$ cat config.mk
export PLATFORM = sky130hd
export DESIGN_NAME = corevx_mem_arbiter
export DESIGN_NICKNAME = d
export VERILOG_FILES = /design/src/rtl/corevx_mem_arbiter.sv
export SDC_FILE = /design/constraint.sdc
export NUM_CORES = 1
export LEC_CHECK = 0
export ABC_CLOCK_PERIOD_IN_PS = 2960
export BUFFER_PORTS_ARGS = -buffer_cell sky130_fd_sc_hd__buf_4
export CAP_MARGIN = 20
export CELL_PAD_IN_SITES_DETAIL_PLACEMENT = 0
export CELL_PAD_IN_SITES_GLOBAL_PLACEMENT = 1
export CORE_AREA = 5 5 130 132
export DETAILED_ROUTE_END_ITERATION = 8
export DIE_AREA = 0 0 135 137
export PLACE_DENSITY = 0.77
export SYNTH_ARGS = -nofsm -noshare
export SYNTH_HDL_FRONTEND = slang
export SYNTH_SLANG_ARGS = --single-unit
$ cat constraint.sdc
create_clock -name clk -period 2.96 [get_ports clk]
set_input_delay 0.296 -clock clk [delete_from_list [all_inputs] [get_ports clk]]
set_output_delay 0.296 -clock clk [all_outputs]
set_load 0.01 [all_outputs]
$ cat src/rtl/corevx_mem_arbiter.sv
// Two-port Avalon-MM memory arbiter: port 0 = data cache, port 1 = instruction cache.
// Round-robin grant, held for a whole read or write burst; read beats are routed
// back to the owning port only.
`timescale 1ns/1ps
module corevx_mem_arbiter #(
    parameter int unsigned ADDR_W  = 34,
    parameter int unsigned DATA_W  = 32,
    parameter int unsigned BURST_W = 5
) (
    input  logic                clk,
    input  logic                rst_n,
    // port 0 (data cache)
    input  logic [ADDR_W-1:0]   p0_address,
    input  logic [BURST_W-1:0]  p0_burstcount,
    input  logic                p0_read,
    input  logic                p0_write,
    input  logic [DATA_W-1:0]   p0_writedata,
    input  logic [DATA_W/8-1:0] p0_byteenable,
    output logic                p0_waitrequest,
    output logic                p0_readdatavalid,
    output logic [DATA_W-1:0]   p0_readdata,
    output logic [1:0]          p0_response,
    // port 1 (instruction cache)
    input  logic [ADDR_W-1:0]   p1_address,
    input  logic [BURST_W-1:0]  p1_burstcount,
    input  logic                p1_read,
    input  logic                p1_write,
    input  logic [DATA_W-1:0]   p1_writedata,
    input  logic [DATA_W/8-1:0] p1_byteenable,
    output logic                p1_waitrequest,
    output logic                p1_readdatavalid,
    output logic [DATA_W-1:0]   p1_readdata,
    output logic [1:0]          p1_response,
    // memory side
    output logic [ADDR_W-1:0]   m_address,
    output logic [BURST_W-1:0]  m_burstcount,
    output logic                m_read,
    output logic                m_write,
    output logic [DATA_W-1:0]   m_writedata,
    output logic [DATA_W/8-1:0] m_byteenable,
    input  logic                m_waitrequest,
    input  logic                m_readdatavalid,
    input  logic [DATA_W-1:0]   m_readdata,
    input  logic [1:0]          m_response
);

    typedef enum logic [1:0] {IDLE, READ_CMD, READ_DATA, WRITE} state_t;

    state_t               state_q, state_d;
    logic                 owner_q, owner_d;
    logic                 last_grant_q, last_grant_d;
    logic [BURST_W-1:0]   beats_left_q, beats_left_d;

    logic                 sel;
    logic                 sel_rd, sel_wr;
    logic [ADDR_W-1:0]    sel_addr;
    logic [BURST_W-1:0]   sel_bc, bc_eff;
    logic [DATA_W-1:0]    sel_wd;
    logic [DATA_W/8-1:0]  sel_be;

    // Port selection: arbitrate in IDLE, otherwise follow the locked owner.
    always_comb begin
        sel = owner_q;
        if (state_q == IDLE) begin
            if ((p0_read | p0_write) && (p1_read | p1_write)) begin
                sel = ~last_grant_q;
            end else begin
                sel = p1_read | p1_write;
            end
        end
        sel_rd   = sel ? p1_read       : p0_read;
        sel_wr   = sel ? p1_write      : p0_write;
        sel_addr = sel ? p1_address    : p0_address;
        sel_bc   = sel ? p1_burstcount : p0_burstcount;
        sel_wd   = sel ? p1_writedata  : p0_writedata;
        sel_be   = sel ? p1_byteenable : p0_byteenable;
        bc_eff   = (sel_bc == '0) ? BURST_W'(1) : sel_bc;
    end

    // Next-state and output decode; read takes precedence over a simultaneous write.
    always_comb begin
        state_d          = state_q;
        owner_d          = owner_q;
        last_grant_d     = last_grant_q;
        beats_left_d     = beats_left_q;
        m_address        = '0;
        m_burstcount     = '0;
        m_read           = 1'b0;
        m_write          = 1'b0;
        m_writedata      = '0;
        m_byteenable     = '0;
        p0_waitrequest   = 1'b1;
        p1_waitrequest   = 1'b1;
        p0_readdatavalid = 1'b0;
        p1_readdatavalid = 1'b0;
        p0_readdata      = '0;
        p1_readdata      = '0;
        p0_response      = 2'b00;
        p1_response      = 2'b00;

        case (state_q)
            IDLE, READ_CMD: begin
                if (sel_rd || (state_q == IDLE && sel_wr)) begin
                    m_address    = sel_addr;
                    m_burstcount = bc_eff;
                    m_read       = sel_rd;
                    m_write      = sel_wr & ~sel_rd;
                    m_writedata  = sel_wd;
                    m_byteenable = sel_be;
                    if (sel) p1_waitrequest = m_waitrequest;
                    else     p0_waitrequest = m_waitrequest;
                    owner_d = sel;
                    if (!m_waitrequest) begin
                        if (sel_rd) begin
                            state_d      = READ_DATA;
                            beats_left_d = bc_eff;
                        end else begin
                            beats_left_d = bc_eff - BURST_W'(1);
                            if (bc_eff == BURST_W'(1)) last_grant_d = sel;
                            else                       state_d      = WRITE;
                        end
                    end else if (sel_rd) begin
                        state_d = READ_CMD;
                    end
                end else if (state_q == READ_CMD) begin
                    // Owner withdrew its stalled read; release the lock.
                    state_d = IDLE;
                end
            end
            READ_DATA: begin
                if (m_readdatavalid) begin
                    if (owner_q) begin
                        p1_readdatavalid = 1'b1;
                        p1_readdata      = m_readdata;
                        p1_response      = m_response;
                    end else begin
                        p0_readdatavalid = 1'b1;
                        p0_readdata      = m_readdata;
                        p0_response      = m_response;
                    end
                    beats_left_d = beats_left_q - BURST_W'(1);
                    if (beats_left_q <= BURST_W'(1)) begin
                        beats_left_d = '0;
                        state_d      = IDLE;
                        last_grant_d = owner_q;
                    end
                end
            end
            WRITE: begin
                m_address    = sel_addr;
                m_burstcount = bc_eff;
                m_write      = sel_wr;
                m_writedata  = sel_wd;
                m_byteenable = sel_be;
                if (owner_q) p1_waitrequest = m_waitrequest;
                else         p0_waitrequest = m_waitrequest;
                if (sel_wr && !m_waitrequest) begin
                    beats_left_d = beats_left_q - BURST_W'(1);
                    if (beats_left_q <= BURST_W'(1)) begin
                        beats_left_d = '0;
                        state_d      = IDLE;
                        last_grant_d = owner_q;
                    end
                end
            end
            default: state_d = IDLE;
        endcase
    end

    // State registers; async reset abandons any burst in flight.
    always_ff @(posedge clk or negedge rst_n) begin
        if (!rst_n) begin
            state_q      <= IDLE;
            owner_q      <= 1'b0;
            last_grant_q <= 1'b1;
            beats_left_q <= '0;
        end else begin
            state_q      <= state_d;
            owner_q      <= owner_d;
            last_grant_q <= last_grant_d;
            beats_left_q <= beats_left_d;
        end
    end

endmodule

# ---- After elaboration in Yosys (flattened, before gate mapping)
# Index checks and enable logic that the tools add are counted.
dict set report word_totals {
  reg_bits 9
  out_inout_bits 149
}
dict set report op_classes {
  add_sub_neg 2
  order_cmp 1
  n_eq_ne 13
  mux 72
  bitwise_logic 5
  reduce_logical 12
}
# op n
set op_table {}
lappend op_table {{$mux W32} 8}
lappend op_table {{$mux W34} 2}
lappend op_table {{$pmux W34 S2} 1}
lappend op_table {{$pmux W32 S2} 1}
lappend op_table {{$mux W5} 9}
lappend op_table {{$mux W2} 15}
lappend op_table {{$mux W1} 26}
lappend op_table {{$pmux W5 S3} 1}
lappend op_table {{$ne A2 B2 Y1 const B} 6}
lappend op_table {{$pmux W5 S2} 1}
lappend op_table {{$sub A5 B1 Y5 const B} 2}
lappend op_table {{$mux W4} 2}
lappend op_table {{$ne A4 B4 Y1 const B} 2}
lappend op_table {{$pmux W4 S2} 1}
lappend op_table {{$pmux W1 S2} 3}
lappend op_table {{$pmux W2 S3} 1}
lappend op_table {{$reduce_and A6 Y1} 1}
lappend op_table {{$eq A5 B1 Y1 const B} 1}
lappend op_table {{$le A5 B1 Y1 const B} 1}
lappend op_table {{$logic_not A5 Y1} 1}
lappend op_table {{$reduce_and A5 Y1} 1}
lappend op_table {{$eq A2 B2 Y1 const B} 2}
lappend op_table {{$reduce_and A4 Y1} 1}
lappend op_table {{$logic_and A1 B1 Y1} 3}
lappend op_table {{other kinds (11)} 13}

# ---- Logic depth before layout (Yosys ltp)
dict set report depth {
  depth_word 13
  depth_mapped 12
  mapped_depth_nobuf 10
}

# ---- Worst setup path after synthesis
# No wires, ideal clock.
dict set report synth_path {
  path_kind {register -> register}
  from {register state_q[0]}
  to {register last_grant_q}
  setup_ns 0.082
  arrival_ns 2.339
  required_time_ns 2.878
  path_slack_ns 0.539
  path_stages_with_launch 12
  path_buffers 2
  path_cell_list {dfrtp_1 buf_4 o41a_1 buf_6 a211o_1 o31ai_1 inv_1 ha_1 inv_1 nor3_1 o21ai_0 mux2_2}
}
dict set report synth_via {
  elab_chain_len 8
}
# item line
set synth_rtl {}
lappend synth_rtl {{start, declared} 49} ;# state_t state_q, state_d;
lappend synth_rtl {{start signal, assigned} 178} ;# state_q <= state_d;
lappend synth_rtl {{$logic_not A2 Y1} {64, 101, 103}}
lappend synth_rtl {{$mux W1} 64} ;# if (state_q == IDLE) begin
lappend synth_rtl {{$mux W5} 74} ;# sel_bc = sel ? p1_burstcount : p0_burstcount;
lappend synth_rtl {{$logic_not A5 Y1} 77} ;# bc_eff = (sel_bc == '0) ? BURST_W'(1) : sel_bc;
lappend synth_rtl {{$mux W5} 77}
lappend synth_rtl {{$eq A5 B1 Y1} 119} ;# if (bc_eff == BURST_W'(1)) last_grant_d = sel;
lappend synth_rtl {{$ne A2 B2 Y1 (no source line)} n/a}
lappend synth_rtl {{$reduce_and A6 Y1 (no source line)} n/a}
lappend synth_rtl {{end signal, assigned} 180} ;# last_grant_q <= last_grant_d;
lappend synth_rtl {{end, declared} 51} ;# logic last_grant_q, last_grant_d;
# Several ways; a longest one is shown, not always the timed one. The select of a mux whose other input is x is not followed.
# A chain may end at the register's enable or synchronous reset.

# ---- Final worst setup path
dict set report layout_path {
  from {register owner_q}
  to {output port m_address[10]}
}
dict set report layout_via {
  elab_chain_len 6
}
# item line
set layout_rtl {}
lappend layout_rtl {{start, declared} 50} ;# logic owner_q, owner_d;
lappend layout_rtl {{start signal, assigned} 179} ;# owner_q <= owner_d;
lappend layout_rtl {{$mux W1 *} 64}
lappend layout_rtl {{$mux W1} 72} ;# sel_wr = sel ? p1_write : p0_write;
lappend layout_rtl {{$logic_and A1 B1 Y1} 103} ;# if (sel_rd || (state_q == IDLE && sel_wr)) begin
lappend layout_rtl {{$logic_or A1 B1 Y1} 103}
lappend layout_rtl {{$mux W34} 103}
lappend layout_rtl {{$pmux W34 S2 *} 101} ;# case (state_q)
lappend layout_rtl {{end, declared} 35} ;# output logic [ADDR_W-1:0] m_address,
# Mark *: on every way between the ends. The rest lies on a longest branch, timed or not.

==> tab_implementation.tex <==
\begin{tabular}{lr}
\hline
Metric & Value \\
\hline
\multicolumn{2}{l}{\textbf{Setup path}} \\
Required time of the worst setup path & 2660 ps \\
Worst Path Arrival & 2420 ps \\
Worst reg-to-reg setup slack & 460 ps \\
Critical path capture point type & primary output \\
CP Max Fanout & 42 \\
Cells along the critical path & mux2\_1 -> o22ai\_2 -> nor2\_4 -> a21o\_1 -> a21oi\_4 -> buf\_12 -> a21oi\_1 -> buf\_4 \\
Crit path launch type & flip-flop \\
Cell with the largest stage delay on the worst path & dfrtp\_1 \\
Worst Setup Path Type & reg2out \\
Highest cell delay on the worst timing path & 500 ps \\
\multicolumn{2}{l}{\textbf{Detailed routing}} \\
Detailed-route vias per instance & 4.25 \\
ANT nets after route & 0 \\
DRC violation total after the first TritonRoute iteration & 234 \\
Detailed Routing Iterations Pass 1 & 4 \\
Post-Route WL & 14900 µm \\
DR WL/cell & 15.0 µm \\
Count of unresolved DRC violations after routing & 0 \\
Number of vias in the routed layout & 4217 \\
\multicolumn{2}{l}{\textbf{Timing}} \\
Hold slack final & 375 ps \\
Setup repair after global routing missed its margin & no \\
Minimum clock period after layout & 2710 ps \\
Endpoints failing setup & 0 \\
Relative slew slack & 64.2\% \\
Number of pins with negative max-slew slack in the final report & 0 \\
Portion of the clock cycle consumed by the worst path in the final layout & 91.6\% \\
Setup Total Neg Slack & 0 ps \\
Final worst clock skew & 1.88 ps \\
Achievable clock frequency & 369 MHz \\
Hold violation count in the final report & 0 \\
Actual transition at the worst max-transition pin & 537 ps \\
\multicolumn{2}{l}{\textbf{Job}} \\
Max-capacitance violation count & 0 \\
\multicolumn{2}{l}{\textbf{Logic synthesis}} \\
Per-instance average area after synthesis & 5.68 µm² \\
Cell taking the most area after synthesis & nand2\_1 \\
Seq/Total Area, Yosys & 8.78\% \\
Post-synthesis net count & 650 \\
Count of flip-flops with a built-in enable after synthesis & 0 \\
Number of synthesized register bits & 9 \\
Dominant cells by area after synthesis & nand2\_1, and2\_1, a21oi\_1 \\
Synth Flop Type & dfrtp\_1 \\
Synthesis warning total & 0 \\
Fraction of post-synthesis cell area in the top cell type by area & 22.6\% \\
Distinct cell type count after synthesis & 54 \\
Count of mapped cells out of synthesis & 454 \\
Async set-or-reset flop fraction in the synthesized netlist & 100\% \\
Post-Synthesis Cell Area & 2580 µm² \\
\multicolumn{2}{l}{\textbf{Placed design}} \\
Weighted congestion at the end of routability-driven global placement & 0.839 \\
Final HPWL from detailed placement & 12100 µm \\
Placed Area & 5370 µm² \\
Port-buffer cells & 340 \\
\multicolumn{2}{l}{\textbf{Clock tree}} \\
Count of buffers added by post-CTS timing repair for setup & 0 \\
Number of buffers between clock root and the deepest sink & 2 \\
Number of sinks handled by clock tree synthesis & 9 \\
Number of CTS-inserted buffers & 3 \\
Clock latency reported for the late side of the worst-skew pair & 240 ps \\
Post-cts sizing count & 0 \\
Number of buffers inserted for hold repair after clock tree synthesis & 1 \\
\# H-tree levels & 1 \\
Clock slew at the register clock pins of the worst setup and hold paths & 40 ps \\
TritonCTS clock tree & yes \\
Clk root buf & clkbuf\_16 \\
\multicolumn{2}{l}{\textbf{Floorplanning}} \\
Initial Utilization & 16.5\% \\
Die extent in x & 135 µm \\
Row count & 46 \\
IO Count & 341 \\
Die Ht & 137 µm \\
Full die area & 18500 µm² \\
Area inside the core boundary & 15600 µm² \\
\multicolumn{2}{l}{\textbf{Power}} \\
Proportion of power drawn by combinational gates & 88.7\% \\
Power share of the sequential group & 5.9\% \\
Internal power & 2.15 mW \\
Share of total power consumed by net switching & 52.6\% \\
Maximum ir drop on the vdd rail & 0.621 mV \\
Leakage dissipation & 2.86 nW \\
Net switching component of the power & 2.38 mW \\
Power per Cell Area & 829 nW/µm² \\
Share of total power in the clock network & 5.4\% \\
\multicolumn{2}{l}{\textbf{Global route}} \\
Via count of the first global-routing pass & 4154 \\
GR Util All Layers & 14.4\% \\
Global route overflow & 0 \\
Global-route wire length before repair & 21900 µm \\
Number of antenna violations at the first check in global routing & 0 \\
Pin count of the biggest net entering global routing & 80 \\
\multicolumn{2}{l}{\textbf{Hold path}} \\
Worst hold path type & in2reg \\
\multicolumn{2}{l}{\textbf{Layout}} \\
Layout Cell Area excl Fill & 5460 µm² \\
Syn-to-layout area delta & 112\% \\
Net count of the finished layout & 974 \\
Ratio of cells with drive above 1 in the final layout & 48.4\% \\
Final antenna diode count & 0 \\
\multicolumn{2}{l}{\textbf{Run status}} \\
Outcome & finished, final reports clean \\
\hline
\end{tabular}
-- power by group through the flow --
stage                     logic, mW  clock network (mW)  registers [mW]
after floorplan                2.27                   0           0.240
after global placement         4.09                   0           0.268
after detailed placement       4.07                   0           0.269
after CTS                      4.08               0.251           0.269
after global routing           4.43               0.255           0.281
final                          4.02               0.245           0.268
-- metrics by stage --
stage	util (%)	setup WS, ps	instances	power, mW
6_report	35.0	248	993	4.53
2_1_floorplan	-	539	454	2.51
3_5_place_dp	34.5	428	988	4.34
5_1_grt	35.0	86.0	993	4.97
4_1_cts	35.0	230	993	4.60
3_3_place_gp	34.5	451	988	4.36
-- final cells by class --
type	instances	area (µm²)
fillers	1720	10100
well taps	216	270
flip-flops and latches	9	226
repair buffers	353	2690
clock buffers	4	78.8
multi-input cells	402	2160
inverters	9	33.8
-- final timing paths --
| check | cells after the start | from | end |
|---|---|---|---|
| min in group asynchronous | 2 | rst_n | owner_q$_DFFE_PN0P_ |
| max in group asynchronous | 2 | rst_n | last_grant_q$_DFFE_PN1P_ |
| max | 8 | owner_q$_DFFE_PN0P_ | m_address[10] |
| min | 3 | m_waitrequest | state_q[0]$_DFFE_PN0P_ |
| max reg2reg | 9 | state_q[0]$_DFFE_PN0P_ | last_grant_q$_DFFE_PN1P_ |
| min reg2reg | 2 | beats_left_q[4]$_DFFE_PN0P_ | beats_left_q[4]$_DFFE_PN0P_ |
-- logic make-up after synthesis --
family,share of synthesized area [%]
adders and majority gates,1.94
DFF,8.78
and+or+nand+nor,48.1
buffers and inverters,8.05
AOI/OAI and AO/OA,28.7
muxes,3.35
xor gates and xnor gates,1.02
-- placed cells by master (no fill, tap or decap), types with 3 or more instances in the layout --
| master | instances |
|---|---|
| o21ai_0 | 9 |
| clkbuf_16 | 3 |
| ha_1 | 4 |
| mux2i_1 | 5 |
| buf_4 | 349 |
| nor3_1 | 9 |
| xnor2_1 | 3 |
| a211oi_1 | 3 |
| buf_12 | 3 |
| and2_1 | 68 |
| dfrtp_1 | 8 |
| nor2_1 | 20 |
| inv_1 | 8 |
| a21oi_1 | 75 |
| nand2_1 | 155 |
| o211ai_1 | 5 |
-- critical path: cells and delay by family (launching register included) --
| kind | cells | cell delay [ps] |
|---|---|---|
| and+or+nand+nor | 1 | 70 |
| DFF | 1 | 500 |
| buffers and inverters | 2 | 400 |
| AOI/OAI and AO/OA | 4 | 820 |
| muxes | 1 | 370 |
-- Yosys cell counts (3+ instances only) --
| library cell | count |
|---|---|
| o21ai_0 | 9 |
| ha_1 | 4 |
| a211oi_1 | 3 |
| o211ai_1 | 5 |
| inv_1 | 8 |
| nor3_1 | 11 |
| buf_4 | 8 |
| nand2_1 | 155 |
| xnor2_1 | 3 |
| a21oi_1 | 75 |
| buf_2 | 7 |
| mux2i_1 | 5 |
| dfrtp_1 | 8 |
| and2_1 | 68 |
| clkbuf_1 | 17 |
| nor2_1 | 20 |
-- routing by layer --
layer,up-vias,routed length (µm),global-route usage [%]
met5,-,0,0
met4,0,173,2.52
met3,17,1160,2.98
met2,192,7450,24.8
met1,1851,6110,18.8
li1,2157,-,-
-- sequential cells by signal (all words and copies together) (netlist names) --
signal        cells
beats_left_q      5
owner_q           1
state_q           2
last_grant_q      1
Power figures use the tool's default switching activity.
